**config.mk**
```make
export PLATFORM = sky130hd
export DESIGN_NAME = fft_readout
export DESIGN_NICKNAME = d
export VERILOG_FILES = /design/src/rtl/fft_pkg.sv /design/src/rtl/sample_fifo2.sv /design/src/rtl/fft_readout.sv
export SDC_FILE = /design/constraint.sdc
export NUM_CORES = 1
export LEC_CHECK = 0
export CORE_ASPECT_RATIO = 2
export CORE_UTILIZATION = 52
export CTS_BUF_LIST = sky130_fd_sc_hd__clkbuf_8 sky130_fd_sc_hd__clkbuf_16
export DETAILED_ROUTE_END_ITERATION = 12
export PLACE_DENSITY = 0.9
export SYNTH_ARGS = -nofsm -noshare
export SYNTH_HDL_FRONTEND = slang
export SYNTH_SLANG_ARGS = --single-unit
```
**constraint.sdc**
```tcl
create_clock -name clk -period 4.2 [get_ports clk]
set_input_delay 0.84 -clock clk [delete_from_list [all_inputs] [get_ports clk]]
set_output_delay 0.84 -clock clk [all_outputs]
set_load 0.1 [all_outputs]
```
**src/rtl/fft_pkg.sv**
```systemverilog
// Shared definitions for the FFT result readout: FSM encoding, sample width and bit reversal.
package fft_pkg;

    typedef enum logic [1:0] {
        S_IDLE  = 2'd0,
        S_READ  = 2'd1,
        S_DRAIN = 2'd2,
        S_DONE  = 2'd3
    } state_t;

    function automatic int sample_w(input int i_bits, input int f_bits);
        return i_bits + f_bits;
    endfunction

    // Reverses the low 'bits' bits of v; upper bits of the result are zero.
    function automatic logic [31:0] bit_reverse(input logic [31:0] v, input int bits);
        logic [31:0] r;
        r = '0;
        for (int b = 0; b < 32; b++) begin
            if (b < bits) r[b] = v[bits-1-b];
        end
        return r;
    endfunction

endpackage

```
**src/rtl/sample_fifo2.sv**
```systemverilog
// Two-entry FIFO holding returned samples; head is presented combinationally from storage.
module sample_fifo2 #(
    parameter int DW = 8
) (
    input  logic          clk,
    input  logic          rst,
    input  logic          i_push,
    input  logic [DW-1:0] i_data,
    input  logic          i_pop,
    output logic [DW-1:0] o_data,
    output logic          o_empty,
    output logic [1:0]    o_count
);

    logic [DW-1:0] r_mem [2];
    logic          r_wptr;
    logic          r_rptr;
    logic [1:0]    r_count;
    logic          w_push;
    logic          w_pop;

    assign w_pop  = i_pop && (r_count != 2'd0);
    assign w_push = i_push && ((r_count != 2'd2) || w_pop);

    always_ff @(posedge clk or posedge rst) begin
        if (rst) begin
            r_mem[0] <= '0;
            r_mem[1] <= '0;
            r_wptr   <= 1'b0;
            r_rptr   <= 1'b0;
            r_count  <= 2'd0;
        end else begin
            if (w_push) begin
                r_mem[r_wptr] <= i_data;
                r_wptr        <= ~r_wptr;
            end
            if (w_pop) r_rptr <= ~r_rptr;
            r_count <= r_count + {1'b0, w_push} - {1'b0, w_pop};
        end
    end

    assign o_data  = r_mem[r_rptr];
    assign o_empty = (r_count == 2'd0);
    assign o_count = r_count;

endmodule

```
**src/rtl/fft_readout.sv**
```systemverilog
// Streams one N-point FFT result out of an external RAM pair in index order, with backpressure.
module fft_readout
    import fft_pkg::*;
#(
    parameter int N      = 16,
    parameter int I      = 8,
    parameter int F      = 8,
    parameter int BITREV = 0
) (
    input  logic                 clk,
    input  logic                 rst,
    input  logic                 i_start,
    input  logic                 i_bank,
    output logic                 o_rd_en,
    output logic [$clog2(N)-1:0] o_rd_addr,
    output logic                 o_bank_sel,
    input  logic [I+F-1:0]       i_rd_re,
    input  logic [I+F-1:0]       i_rd_im,
    output logic                 o_valid,
    input  logic                 i_ready,
    output logic [I+F-1:0]       o_re,
    output logic [I+F-1:0]       o_im,
    output logic [$clog2(N)-1:0] o_index,
    output logic                 o_last,
    output logic                 o_busy,
    output logic                 o_done
);

    localparam int W  = sample_w(I, F);
    localparam int AW = $clog2(N);
    localparam int DW = 2*W + AW + 1;
    localparam logic [AW-1:0] K_LAST = AW'(N-1);

    state_t        r_state;
    logic [AW-1:0] r_k;
    logic [AW-1:0] r_addr_hold;
    logic [AW-1:0] r_fl_idx;
    logic          r_inflight;
    logic          r_bank;

    logic [31:0]   w_rev;
    logic [AW-1:0] w_addr;
    logic [DW-1:0] w_head;
    logic [DW-1:0] w_push_data;
    logic          w_empty;
    logic [1:0]    w_count;
    logic [2:0]    w_occ;
    logic          w_pop;
    logic          w_rd_en;
    logic          w_h_last;

    assign w_rev  = bit_reverse(32'(r_k), AW);
    assign w_addr = (BITREV != 0) ? w_rev[AW-1:0] : r_k;

    // Issue only if the sample can be guaranteed a FIFO slot when it returns next cycle.
    assign w_pop   = !w_empty && i_ready;
    assign w_occ   = {1'b0, w_count} + {2'b0, r_inflight} - {2'b0, w_pop};
    assign w_rd_en = (r_state == S_READ) && (w_occ < 3'd2);

    always_ff @(posedge clk or posedge rst) begin
        if (rst) begin
            r_state     <= S_IDLE;
            r_k         <= '0;
            r_addr_hold <= '0;
            r_fl_idx    <= '0;
            r_inflight  <= 1'b0;
            r_bank      <= 1'b0;
        end else begin
            r_inflight <= w_rd_en;
            if (w_rd_en) begin
                r_fl_idx    <= r_k;
                r_addr_hold <= w_addr;
            end
            case (r_state)
                S_IDLE: begin
                    if (i_start) begin
                        r_state <= S_READ;
                        r_k     <= '0;
                        r_bank  <= i_bank;
                    end
                end
                S_READ: begin
                    if (w_rd_en) begin
                        if (r_k == K_LAST) r_state <= S_DRAIN;
                        else               r_k     <= r_k + 1'b1;
                    end
                end
                S_DRAIN: begin
                    if (w_pop && w_h_last) r_state <= S_DONE;
                end
                default: r_state <= S_IDLE;
            endcase
        end
    end

    // RAM data is tagged with the index it was issued for, so order is independent of BITREV.
    assign w_push_data = {i_rd_re, i_rd_im, r_fl_idx, (r_fl_idx == K_LAST)};

    sample_fifo2 #(.DW(DW)) u_fifo (
        .clk     (clk),
        .rst     (rst),
        .i_push  (r_inflight),
        .i_data  (w_push_data),
        .i_pop   (w_pop),
        .o_data  (w_head),
        .o_empty (w_empty),
        .o_count (w_count)
    );

    assign {o_re, o_im, o_index, w_h_last} = w_head;
    assign o_last     = w_h_last;
    assign o_valid    = !w_empty;
    assign o_rd_en    = w_rd_en;
    assign o_rd_addr  = w_rd_en ? w_addr : r_addr_hold;
    assign o_bank_sel = r_bank;
    assign o_busy     = (r_state != S_IDLE);
    assign o_done     = (r_state == S_DONE);

endmodule

```
After elaboration in Yosys (flattened, before gate mapping) --
Cells that the tools add are included.
Word-level totals: input port bits 37, register bits after elaboration 94, output and inout bits 46, word-level logic and storage cells 67
Operators by class: reductions and logical operators 16, add/subtract/negate cells 5, muxes and demuxes 16, eq/ne operators 11, bitwise operators 4, $lt $le $gt $ge 4
Operator list (number):
- two-way mux 37 bit | 4
- bitwise mux 74 bit | 1
- demux 37 bit (select 1 bit) | 1
- two-way mux 4 bit | 4
- inequality test 2 bit, second input constant | 5
- == test 4 bit, second input constant | 2
- two-way mux 2 bit | 4
- case mux 4 bit (2 select lines) | 1
- AND reduction 4 bit | 2
- logical AND 1 bit | 6
- case mux 2 bit (3 select lines) | 1
- nonzero test 2 bit | 3
- adder 4 x 1 -> 4 bit, second input constant | 1
- == test 2 bit, second input constant | 2
- >= comparator 2 bit, second input constant | 2
- logical NOT 2 bit | 2
- inverter 1 -> 2 bit | 2
- adder 2 x 1 -> 3 bit | 1
- less-than comparator 3 x 2 -> 1 bit, second input constant | 1
- subtractor 3 x 1 -> 3 bit | 1
- adder 2 x 1 -> 2 bit | 1
- == test 2 x 1 -> 1 bit, second input constant | 1
- less-than comparator 2 x 1 -> 1 bit, second input constant | 1
- inequality test 2 x 1 -> 1 bit, second input constant | 1
- other kinds (5) | 6

Depth between registers and ports, before layout --
Gate-level depths: netlist of the first run.
depth after elaboration 8, mapped depth 8, depth with buffers taken out 8

Modules after synthesis --
From an unflattened synthesis of the first run, not the netlist that was laid out.
Unflattened totals: cells, all modules 298, area total of the unflattened synthesis 4352.9 um2
By module, submodules not included:
- sample_fifo2 | instances 1, cells an instance 227, area each 3517.1 um2, seq. area each 1951.9 um2
- fft_readout | instances 1, cells an instance 71, area each 835.8 um2, seq. area each 400.4 um2

Worst setup path before layout of the first run --
OpenSTA, ideal clock, no wires.
path kind input port to output port, start input port i_ready, end output port o_rd_addr[0], stages on the path 8, arrival 3.188 ns, buffers on the path 1, setup slack 0.172 ns, required time 3.360 ns, cell sequence o21a_1 -> ha_1 -> nand2b_1 -> fa_1 -> inv_1 -> nor3_1 -> buf_2 -> mux2_2
On the way: word-level cells in the longest chain between the ends 5
RTL lines:
- start, declared | line fft_readout.sv:20 | input logic i_ready,
- logical AND 1 bit | line fft_readout.sv:56 | assign w_pop = !w_empty && i_ready;
- subtractor 3 x 1 -> 3 bit | line fft_readout.sv:57 | assign w_occ = {1'b0, w_count} + {2'b0, r_inflight} - {2'b0, w_pop};
- less-than comparator 3 x 2 -> 1 bit | line fft_readout.sv:58 | assign w_rd_en = (r_state == S_READ) && (w_occ < 3'd2);
- logical AND 1 bit | line fft_readout.sv:58
- named net o_rd_en | line fft_readout.sv:14 | output logic o_rd_en,
- two-way mux 4 bit
- end, declared | line fft_readout.sv:15 | output logic [$clog2(N)-1:0] o_rd_addr,
The timed path passes the listed nets, and every way through them passes these cells.

Final worst setup path of the first run --
start input port i_ready, end output port o_rd_addr[2]
On the way: word-level cells in the longest chain between the ends 5
RTL lines (line):
- logical AND 1 bit | fft_readout.sv:56
- subtractor 3 x 1 -> 3 bit | fft_readout.sv:57
- less-than comparator 3 x 2 -> 1 bit | fft_readout.sv:58
- logical AND 1 bit | fft_readout.sv:58
- two-way mux 4 bit
No other way between the ends.

==> results_dict.tcl, run 1 <==
set metrics [dict create \
    timing.rr.end "r_k[2]" \
    rr_startpoint "u_fifo.o_count[1]" \
    grt_use_total 0.208 \
    viasPerCell 5.42 \
    grt_pass1_vias 2811 \
    synth.most_common_cell "dfrtp_1" \
    die_x_um 66.8 \
    drt_wl_total_mm 8.37 \
    drtPass1Iterations 4 \
    h-tree-depth 3 \
    worstSetupEndpoint "o_rd_addr[2]" \
    route.detailed.drc 0 \
    rsz0062_at_grt "no" \
    clockBufferDepth 2 \
    cp_top_family "adder cells" \
    period_minus_slack_ps 3790 \
    drt-wirelength-per-cell_um 17.6 \
    area_delta_synth_final_pct 27.1 \
    vias 2574 \
    die_area_sq_um 8800 \
    crit_chain "dlymetal6s2s_1 -> o21a_1 -> ha_1 -> nand2b_1 -> fa_1 -> inv_1 -> nor3_2 -> buf_4 -> mux2_2 -> buf_12" \
    synthSimpleGateAreaFrac 0.0289 \
    synth_warnings 0 \
    synth_top_area_cell "dfrtp_1" \
    start_util 0.531 \
    required_ps 3360 \
    grt_max_degree 49 \
    synth_compound_area_frac 0.0200 \
    worstMarginPinSlew_ps 994 \
    cp_max_fo 5 \
    r2r_slack_ps 1470 \
    final_nets 420 \
    dp_slack_ps 74.9 \
    antenna_found_initial 0 \
    cts_inserted_buffers 9 \
    layout-drive-gt1-share 0.504 \
    design.core.area_sq_um 8230 \
    cp_slowest_cell "fa_1" \
    io_buffers 82 \
    max_freq_ghz 0.264 \
    postCtsHoldBufs 0 \
    synth_commonest_cells "dfrtp_1, mux2_2, mux2_4" \
    setup_tns_ps 0 \
    maxCapViolations 0 \
    end_kind "primary output" \
    grt_pass1_wl_mm 13.6 \
    crit_start "i_ready" \
    synth_edf_count 0 \
    ios 83 \
    skew_ps 3.73 \
    synthAdderAreaFrac 0.0303 \
    place_hpwl_mm 5.69 \
    outcome "complete, no violations" \
    muxShareOfSynthArea 0.341 \
    start_kind "input pin" \
    rows 47 \
    num_antenna_cells 0 \
    drtIter0Drc 94 \
    ys_top_cells_by_area "dfrtp_1, mux2_2, mux2_4" \
    cp.arrival_ps 2950 \
    hold_viol 0 \
    worstSetupPathDepth 10 \
    hp-class "register to register" \
    postSynthCellCount 287 \
    clk_pin_slew_ps 60 \
    ff2ff_path_depth 11 \
    antenna_left 0 \
    clk_latency_ps 340 \
    syn_area_sq_um 4370 \
    ys_seq_elements 94 \
    setup_viol 0 \
    yosysSeqAreaShare 0.538 \
    root_buffer "clkbuf_16" \
    final_util 0.675 \
    synth_top_area_share 0.538 \
    maxSlewHeadroom 0.337 \
    place.gp.congestion 0.795 \
    fin_crit_sh 0.904 \
    ys_types 35 \
    worst-path-buf-inv 4 \
    overflow 0 \
    synth_top_family_by_area "multiplexers" \
    synth_xor_area_frac 0.0100 \
    ys.flop_type "dfrtp_1" \
    die_h_um 132 \
    maxSlewViolCount 0 \
    avgSynthCellArea_sq_um 15.2 \
    syn_nets 334 \
    path_class "input pin to primary output" \
    setup_ws_ps 405 \
    cpPeakStageDelay_ps 480 \
    synthArstFlopShare 1.00 \
    cts_tree "done" \
    numClockSinks 94 \
]
[metrics by stage]
| step | hold slack, ps | cells | area [sq um] |
|---|---|---|---|
| after floorplan | 444 | 287 | 4370 |
| after global placement | 458 | 459 | 5230 |
| after detailed placement | 470 | 459 | 5230 |
| after CTS | 484 | 474 | 5540 |
| after global routing | 510 | 475 | 5560 |
| final | 486 | 475 | 5560 |
[sequential cells by signal, indices dropped and copies added, names as in the netlist]
| signal | flops |
|---|---|
| o_bank_sel | 1 |
| r_addr_hold | 4 |
| r_fl_idx | 4 |
| r_inflight | 1 |
| r_k | 4 |
| r_state | 2 |
| u_fifo.o_count | 2 |
| u_fifo.r_mem | 74 |
| u_fifo.r_rptr | 1 |
| u_fifo.r_wptr | 1 |
[kinds of logic after synthesis]
group	count (synthesis)
simple gates	20
fa+ha+maj	10
xor+xnor	5
flops	94
buf+inv	23
compound gates	12
mux	123
[repair_timing]
item,4_1_cts,5_1_grt
setup endpoints to repair,0,4
gates resized for setup,0,2
setup buffers,0,1
[worst reg2reg max path, stage by stage, from the launching register on]
cell and delay [ps]:
dfrtp_1 470, o21a_1 230, ha_1 270, nand2b_1 150, fa_1 380, xor2_1 230
nor3_2 60, buf_4 160, buf_4 130, buf_4 160, and3_1 190, o22a_1 190
[area by class of cell]
class	count	area (sq um)
inverters	11	42.5
repair buffers	87	843
flip-flops and latches	94	2350
fillers	632	2680
multi-input cells	170	1890
clock inverters	3	42.5
clock buffers	12	267
well taps	98	123
[routing by layer]
metal,wire (um),part of all wire,GRT usage,vias to the layer above
li1,-,-,-,1187
met3,267,0.032,0.0382,19
met1,3100,0.37,0.227,1312
met5,0,0,0,-
met2,4700,0.56,0.361,56
met4,303,0.036,0.118,0
[placed cells by master, fill, tap and decap left out, types with 2 or more instances in the layout]
| cell type | netlist | final |
|---|---|---|
| clkinv_2 | 0 | 2 |
| nand2_1 | 4 | 4 |
| nand2b_1 | 2 | 2 |
| mux2_2 | 90 | 90 |
| buf_12 | 0 | 7 |
| mux2_4 | 29 | 29 |
| ha_1 | 9 | 9 |
| clkdlybuf4s50_1 | 0 | 39 |
| buf_4 | 1 | 40 |
| xnor2_1 | 3 | 3 |
| a31oi_1 | 2 | 2 |
| mux2i_1 | 3 | 3 |
| xor2_1 | 2 | 2 |
| inv_1 | 11 | 10 |
| nand4_1 | 2 | 2 |
| clkbuf_16 | 0 | 9 |
| o21ai_0 | 3 | 3 |
| nand3_1 | 3 | 3 |
| clkbuf_8 | 0 | 3 |
| dfrtp_1 | 94 | 93 |
| o21a_1 | 2 | 2 |
[worst min-delay path by stage]
stage                                start                to  slack, ps  cells after the start
after floorplan            u_fifo.r_mem[0]   u_fifo.r_mem[0]        440                      2
after global placement     u_fifo.r_mem[0]   u_fifo.r_mem[0]        460                      2
after detailed placement   u_fifo.r_mem[0]   u_fifo.r_mem[0]        470                      2
after CTS                  u_fifo.r_mem[0]   u_fifo.r_mem[0]        480                      2
after global routing      u_fifo.r_mem[16]  u_fifo.r_mem[16]        510                      1
final                      u_fifo.r_mem[0]   u_fifo.r_mem[0]        490                      2
Power of run 1 is not shown: default switching activity piles up to over one toggle a cycle in this logic, so the estimate is an artifact.
==> run 2: changes to the inputs <==
--- a/config.mk
+++ b/config.mk
@@ -7,9 +7,9 @@
 export LEC_CHECK = 0
 export CORE_ASPECT_RATIO = 2
 export CORE_UTILIZATION = 52
-export CTS_BUF_LIST = sky130_fd_sc_hd__clkbuf_8 sky130_fd_sc_hd__clkbuf_16
 export DETAILED_ROUTE_END_ITERATION = 12
 export PLACE_DENSITY = 0.9
+export SLEW_MARGIN = 20
 export SYNTH_ARGS = -nofsm -noshare
 export SYNTH_HDL_FRONTEND = slang
 export SYNTH_SLANG_ARGS = --single-unit
==> results of run 2 <==
Final layout, timing and power as in run 1 (identical DEF).
Power of run 2 is left out for the same reason.
